--- src/rtl/uart_out_port.sv ---
// CPU output port: buffers 16-bit words in a small FIFO and sends each one over an 8N1 UART line,
// low byte first and then high byte; a push that finds the FIFO full is dropped and sets sticky overflow.
module uart_out_port #(
   parameter int CLKS_PER_BIT = 16,
   parameter int FIFO_DEPTH   = 8
) (
   input  logic        clk,
   input  logic        rst_n,
   input  logic [15:0] out_port,
   input  logic        output_valid,
   input  logic        ovf_clr,
   output logic        tx,
   output logic        busy,
   output logic        fifo_full,
   output logic        overflow
);

   localparam int BAUD_W  = $clog2(CLKS_PER_BIT);
   localparam int PTR_W   = $clog2(FIFO_DEPTH);
   localparam int COUNT_W = $clog2(FIFO_DEPTH + 1);

   localparam logic [BAUD_W-1:0]  BAUD_LAST  = BAUD_W'(CLKS_PER_BIT - 1);
   localparam logic [COUNT_W-1:0] FULL_COUNT = COUNT_W'(FIFO_DEPTH);

   typedef enum logic [1:0] {
      IDLE,
      START,
      DATA,
      STOP
   } state_t;

   logic [15:0]        mem [FIFO_DEPTH];
   logic [PTR_W-1:0]   wr_ptr_reg;
   logic [PTR_W-1:0]   rd_ptr_reg;
   logic [COUNT_W-1:0] count_reg;

   state_t             state_reg;
   logic [BAUD_W-1:0]  baud_reg;
   logic [2:0]         bit_idx_reg;
   logic               byte_sel_reg;
   logic [15:0]        hold_reg;
   logic               tx_reg;
   logic               busy_reg;
   logic               overflow_reg;

   logic               push;
   logic               pop;
   logic               baud_done;
   logic [7:0]         cur_byte;

   // Full is judged from the pre-edge count, so a pop in the same cycle never rescues a push.
   assign fifo_full = (count_reg == FULL_COUNT);
   assign push      = output_valid && !fifo_full;
   assign pop       = (state_reg == IDLE) && (count_reg != '0);
   assign baud_done = (baud_reg == BAUD_LAST);
   assign cur_byte  = byte_sel_reg ? hold_reg[15:8] : hold_reg[7:0];

   assign tx       = tx_reg;
   assign busy     = busy_reg;
   assign overflow = overflow_reg;

   always_ff @(posedge clk) begin
      if (push) begin
         mem[wr_ptr_reg] <= out_port;
      end
   end

   always_ff @(posedge clk or negedge rst_n) begin
      if (!rst_n) begin
         wr_ptr_reg <= '0;
         rd_ptr_reg <= '0;
         count_reg  <= '0;
      end else begin
         if (push) begin
            wr_ptr_reg <= wr_ptr_reg + PTR_W'(1);
         end
         if (pop) begin
            rd_ptr_reg <= rd_ptr_reg + PTR_W'(1);
         end
         case ({push, pop})
            2'b10:   count_reg <= count_reg + COUNT_W'(1);
            2'b01:   count_reg <= count_reg - COUNT_W'(1);
            default: count_reg <= count_reg;
         endcase
      end
   end

   // Set beats clear when a dropped push and ovf_clr coincide.
   always_ff @(posedge clk or negedge rst_n) begin
      if (!rst_n) begin
         overflow_reg <= 1'b0;
      end else if (output_valid && fifo_full) begin
         overflow_reg <= 1'b1;
      end else if (ovf_clr) begin
         overflow_reg <= 1'b0;
      end
   end

   // tx_reg is loaded with the level of the state being entered, so the line never glitches.
   always_ff @(posedge clk or negedge rst_n) begin
      if (!rst_n) begin
         state_reg    <= IDLE;
         baud_reg     <= '0;
         bit_idx_reg  <= '0;
         byte_sel_reg <= 1'b0;
         hold_reg     <= '0;
         tx_reg       <= 1'b1;
         busy_reg     <= 1'b0;
      end else begin
         case (state_reg)
            IDLE: begin
               tx_reg   <= 1'b1;
               baud_reg <= '0;
               if (pop) begin
                  hold_reg     <= mem[rd_ptr_reg];
                  byte_sel_reg <= 1'b0;
                  busy_reg     <= 1'b1;
                  tx_reg       <= 1'b0;
                  state_reg    <= START;
               end
            end
            START: begin
               if (baud_done) begin
                  baud_reg    <= '0;
                  bit_idx_reg <= '0;
                  tx_reg      <= cur_byte[0];
                  state_reg   <= DATA;
               end else begin
                  baud_reg <= baud_reg + BAUD_W'(1);
               end
            end
            DATA: begin
               if (baud_done) begin
                  baud_reg <= '0;
                  if (bit_idx_reg == 3'd7) begin
                     tx_reg    <= 1'b1;
                     state_reg <= STOP;
                  end else begin
                     bit_idx_reg <= bit_idx_reg + 3'd1;
                     tx_reg      <= cur_byte[bit_idx_reg + 3'd1];
                  end
               end else begin
                  baud_reg <= baud_reg + BAUD_W'(1);
               end
            end
            STOP: begin
               if (baud_done) begin
                  baud_reg <= '0;
                  if (!byte_sel_reg) begin
                     byte_sel_reg <= 1'b1;
                     tx_reg       <= 1'b0;
                     state_reg    <= START;
                  end else begin
                     busy_reg  <= 1'b0;
                     tx_reg    <= 1'b1;
                     state_reg <= IDLE;
                  end
               end else begin
                  baud_reg <= baud_reg + BAUD_W'(1);
               end
            end
            default: begin
               state_reg <= IDLE;
               tx_reg    <= 1'b1;
               busy_reg  <= 1'b0;
            end
         endcase
      end
   end

endmodule

--- config.mk ---
export PLATFORM = sky130hd
export DESIGN_NAME = uart_out_port
export DESIGN_NICKNAME = d
export VERILOG_FILES = /design/src/rtl/uart_out_port.sv
export SDC_FILE = /design/constraint.sdc
export NUM_CORES = 1
export LEC_CHECK = 0
export BUFFER_PORTS_ARGS = -buffer_cell sky130_fd_sc_hd__buf_2
export CORE_MARGIN = 2
export CORE_UTILIZATION = 35
export CTS_CLUSTER_DIAMETER = 40
export CTS_CLUSTER_SIZE = 16
export DETAILED_ROUTE_END_ITERATION = 16
export SETUP_SLACK_MARGIN = 0.4
export SLEW_MARGIN = 40
export SYNTH_ARGS = -nofsm -noshare
export SYNTH_HDL_FRONTEND = slang
export SYNTH_SLANG_ARGS = --single-unit
--- constraint.sdc ---
create_clock -name clk -period 3.85 [get_ports clk]
set_input_delay 0.385 -clock clk [delete_from_list [all_inputs] [get_ports clk]]
set_output_delay 0.385 -clock clk [all_outputs]
set_load 0.005 [all_outputs]
Word-level counts from Yosys, hierarchy flattened
Memories as Yosys holds them, arrays and structs flattened. A register that Yosys moved wholly into a read port is not among the register bits.
Index checks and enable logic that the tools add are counted.
- bits in latches: 0
- bits in read-only memories: 0
- output and inout bits: 4
- register bits after elaboration: 23
- memories: 1
- memory bits (writable): 128
- memories (memory ; depth ; bits a word ; read ports ; clocked after memory_dff ; wr ports ; line ; text):
    mem ; 8 ; 16 ; 1 ; 1 ; 1 ; 32 ; logic [15:0] mem [FIFO_DEPTH];
- divide/modulo/power cells: 0
- add/sub/neg operators: 6
- shift-type cells: 0
- bitwise gates (word level): 0
- multipliers: 0
- order comparisons: 1
- eq/ne operators: 15
- reductions and logical operators: 18
- mux-type cells: 35
- operator list (operator ; count):
    1-bit two-way mux ; 17
    4-bit one-hot mux with 2 select lines ; 2
    2-bit != test, second input constant ; 7
    2-bit two-way mux ; 5
    3-bit by 1-bit adder with 3-bit output, second input constant ; 3
    3-bit two-way mux ; 3
    4-bit by 1-bit adder with 4-bit output, second input constant ; 2
    4-bit == test, second input constant ; 2
    8-bit two-way mux ; 1
    2-bit one-hot mux with 4 select lines ; 1
    4-bit AND reduction ; 2
    2-bit nonzero test ; 4
    2-bit == test, second input constant ; 3
    3-bit one-hot mux with 2 select lines ; 1
    3-bit AND reduction ; 2
    5-bit AND reduction ; 1
    2-bit by 1-bit == test with 1-bit output, second input constant ; 2
    3-bit by 4-bit less-than comparator with 1-bit output, second input constant ; 1
    4-bit two-way mux ; 1
    1-bit one-hot mux with 2 select lines ; 2
    1-bit one-hot mux with 4 select lines ; 1
    4-bit nonzero test ; 1
    4-bit by 1-bit subtractor with 4-bit output, second input constant ; 1
    1-bit binary-select mux with 3-bit select ; 1
    6 further kinds ; 9

Longest topological paths before layout
- depth in word-level cells: 6
- depth in mapped cells: 13
- gate-level depth less buffers: 11

Worst setup path before layout
OpenSTA, ideal clock, no wires.
- path type: reg-to-reg
- start point: reg count_reg[1]
- end point: mem mem[0][0] (enable)
- setup slack: 720 ps
- setup time: 430 ps
- data required time: 3420 ps
- cell stages (with the launch flop): 6
- period minus slack after synthesis: 3130 ps
- buffers on the path: 1
- data arrival time: 2699 ps
- path through: dfrtp_1 > clkbuf_1 > nor4b_1 > nor2b_1 > clkinv_1 > nor4_1
- word-level cells in the longest chain between the ends: 5
- RTL lines (element ; line ; text):
    start: declaration ; 35 ; logic [COUNT_W-1:0] count_reg;
    start signal: assignment ; 81 ; 2'b10: count_reg <= count_reg + COUNT_W'(1);
    start signal: assignment ; 82 ; 2'b01: count_reg <= count_reg - COUNT_W'(1);
    start signal: assignment ; 83 ; default: count_reg <= count_reg;
    4-bit == test ; 52 ; assign fifo_full = (count_reg == FULL_COUNT);
    via fifo_full ; 14 ; output logic fifo_full,
    1-bit zero test ; 53 ; assign push = output_valid && !fifo_full;
    1-bit logical AND ; 53 ;
    1-bit two-way mux ; 63 ; if (push) begin
    1-bit two-way mux (implied by the code) ; 64 ; mem[wr_ptr_reg] <= out_port;
    end: declaration ; 32 ;
The timed path passes the listed nets, and every way through them passes these cells.

Final worst setup path
- start point: reg count_reg[1]
- end point: reg count_reg[2]
- elaborated cells on any way between the ends: 11
- classes of those cells: add/sub: 2; eq/ne: 3; mux: 1; reduce/logical: 5
- RTL lines (element ; line ; text):
    4-bit nonzero test * ; 54 ; assign pop = (state_reg == IDLE) && (count_reg != '0);
    1-bit logical AND * ; 54 ;
    via pop ; 47 ; logic pop;
    2-bit by 1-bit == test with 1-bit output or 2-bit == test (tied branches) ; 80 ; case ({push, pop})
    4-bit one-hot mux with 2 select lines or 2-bit nonzero test (tied branches) ; - ;
Mark *: on every way through the listed nets, which the timed path passes. The rest lies on a longest branch.
A chain may end at the register's enable or synchronous reset.

==> impl_results.md <==
- Die area: between 20000 and 25000 um^2
- WS Path Type: reg -> reg
- Final Non-Filler Cells: 696
- Storage cell area: 4830 um^2
- Max-slew violations: 0
- Final period util: 70.8%
- CP delay by family, top: simple AND/OR/NAND/NOR gates
- Worst setup margin: 1.12 ns
- RR Startpoint: count_reg[1]
- Ys Warns: 0
- CP arrival: roughly 3.0 ns
- CTS Buf Count: 17
- Post-synthesis cell type count: 45
- Seq/Total Area, Yosys: 70.6%
- Largest net degree at the start of global routing: 40
- Worst path slowest cell: nor4_1
- Critical Path Most Common Cell: xor2_1
- Max reg flops: 128
- Post-synth EDFFs: between 100 and 150
- Ys async rst share: 23.4%
- M1 WL: 5.81 mm
- RD Place Congestion: between 0.7 and 0.8
- Placed Area: 7320 um^2
- Height of the chip: 144 um
- Clk Latency, worst-skew pair: between 0.4 and 0.5 ns
- Count of final setup violators: 0
- Final Net Count: 450
- Final Cell Area: 7930 um^2
- HPWL after DPL: 7.61 mm
- Status: finished, final reports clean
- Sw frac: 29.7%
- Clk sinks: roughly 170
- Top FF cell, synth: edfxtp_1
- Clock Power Share: 28.7%
- Worst Hold Class: in -> reg
- P&R area growth vs syn: 16.1%
- Share of layout cells above drive strength 1: between 20% and 30%
- Post-CTS resize count: 0
- Crit path largest cell delay: 0.68 ns
- Ports: 24
- Post-place setup slack: 1.17 ns
- CP Buf/Inv Count: 1
- Maximum buffer depth of the clock tree: 2
- Clock skew: 0.00746 ns
- CTS root buffer: clkbuf_16
- Levels on crit path: 10
- CTS H-tree lvls: 4
- DR top layer: met4
- Setup TNS: 0 ns
- Pwr dens: 763 nW/um^2
- Initial Util: a little over a third
- P_int: 4.25 mW
- Slew of the pin with the lowest slew margin: 0.719 ns
- Worst R2R Path Depth: 10
- First-pass GRT wire length: 20.3 mm
- R2r setup slk: 1.12 ns
- Total routed wirelength: between 10 and 15 mm
- Slew margin rel.: 51.6%
- Psw: 1.80 mW
- WL met2: 6.63 mm
- WP data required: 4.15 ns
- CP Cell Sequence: nor4_1 > nand2b_1 > inv_1 > ha_1 > xor2_1 > ha_1 > a21oi_1 > xor2_1 > nor2_1 > xor2_1
- P_leak: 2.81 nW
- RR Endpoint: count_reg[2]
- Ant diodes: 0
- Die W: approximately 140 um
- Placed Instances: between 600 and 700
- Area of the mapped netlist: 6830 um^2
- Initial antenna violation count: 0
- Input/output buffers: 23
- Total power: 6.05 mW
- Sequential share of power: 44.8%
- Crit. End Element: flop
- Peak VDD IR: between 0.3 and 0.4 mV
- Hold Vio Cnt, Final: 0
- Max-cap violation count: 0
- Syn Nets: 414
- Drt first pass iters: 4
- Setup bufs post-CTS: 0
- Antenna viol nets, final: 0
- GR Util All Layers: between 10 and 15%
- CP endpoint: count_reg[2]
- Filler cells: between 1500 and 2000
- Largest fanout on the critical path: 7
- Post-DR wirelength/cell: 18.7 um
- DRC Markers: 0
- Logic gate share of total power: 26.6%
- Placeable Area: between 15000 and 20000 um^2
- Via/cell ratio: 4.92
- Mapped Cells: roughly 380
- Initial detailed-routing violation count: 207
- CTS tree: done
- Clk slew on worst S/H paths: ~0.06 ns
- Number of global-route vias before repair: 3556
- Min Tclk post-route: between 2 and 3 ns
- Crit path launch: count_reg[1]
- Syn avg cell area: 17.9 um^2
- Area of the multi-input gates: 1900 um^2
- Vias: roughly 3400
- RSZ-0062 raised after global routing: false
- Met3 WL: roughly 410 um
- Rows: 51
- Fmax achieved: 0.367 GHz
- Global route overflow: 0
- #FFs+latches synth: 167
- Worst setup SP type: flop
[power by group through the flow]
stage | Sequential [mW] | Clock, mW | Combinational, mW
3_5_place_dp | 2.75 | 0 | 1.64
4_1_cts | 2.72 | 1.77 | 1.65
6_report | 2.71 | 1.73 | 1.61
3_3_place_gp | 2.76 | 0 | 1.50
5_1_grt | 2.76 | 1.84 | 1.78
2_1_floorplan | 2.51 | 0 | 1.35
[routing by layer]
metal	global-route usage [%]	vias up
met4	4.85	0
met1	17.1	1799
met5	0	-
met3	3.57	10
li1	-	1569
met2	23.0	48
[how the worst min path moves through the flow]
stage	from	end	slack, ns	cells after the start
2_1_floorplan	rst_n	baud_reg[0]	0.09	0
3_3_place_gp	hold_reg[7]	hold_reg[7]	0.46	2
3_5_place_dp	rst_n	count_reg[3]	0.40	1
4_1_cts	ovf_clr	overflow	0.14	2
5_1_grt	ovf_clr	overflow	0.16	2
6_report	ovf_clr	overflow	0.15	2
[layout make-up]
type	instances	area share, %
inverter	9	0.426
multi-input combinational	187	24.0
sequential	167	60.9
tap	265	4.18
clock buffer	22	5.60
timing repair buffer	36	3.00
clock inverter	10	1.92
[cell families after synthesis]
| group | after synthesis | share of synthesized area, % |
|---|---|---|
| flip-flops | 167 | 70.6 |
| AND/OR/NAND/NOR | 63 | 4.32 |
| multiplexers | 58 | 15.6 |
| AO/OA/AOI/OAI | 45 | 4.23 |
| buffers and inverters | 28 | 1.92 |
| adder cells (fa/ha/maj) | 12 | 2.20 |
| XOR/XNOR | 9 | 1.15 |
[placed cells by master, fill, tap and decap left out, types with 2 or more instances in the layout]
cell type  Yosys  final
ha_1          12     12
nor2b_1        2      2
bufinv_16      0      4
nand2b_1       5      5
nor3_1         6      2
xor2_1         3      3
nor2_1         8      8
nand3_1        4      4
clkbuf_16      0     17
a21oi_1        7      7
clkinv_2       0      5
a22o_1         5      5
dfrtp_1       38     35
xnor2_1        6      6
clkbuf_1       8      5
mux2i_1       17     17
and3_1         2      2
inv_1          8      8
buf_4          3     12
dfrtp_2        0      2
edfxtp_1     128    128
nor3_2         0      4
buf_2          4     22
mux4_2        33     33
mux2_2         4      4
o21ai_0       22     22
mux4_1         4      4
nand2_1       29     29
[metrics by stage]
stage	hold WS (ns)	util, %
final	0.155	41.0
after global routing	0.163	41.0
after CTS	0.136	41.0
after detailed placement	0.405	37.9
after global placement	0.463	37.7
after floorplan	0.0894	-
[synth_stat cells (6+ instances only)]
cell type	number	area, um^2
dfrtp_1	38	951
mux2i_1	17	170
clkbuf_1	8	30.0
a21oi_1	7	35.0
mux4_2	33	743
edfxtp_1	128	3840
nor2_1	8	30.0
ha_1	12	150
o21ai_0	22	110
nor3_1	6	30.0
xnor2_1	6	52.6
nand2_1	29	109
inv_1	8	30.0
[timing repair]
action	4_1_cts	5_1_grt
hold buffers	1	0
endpoints found under the setup margin	0	0
endpoints found under the hold margin	38	0
Power figures use the tool's default switching activity.
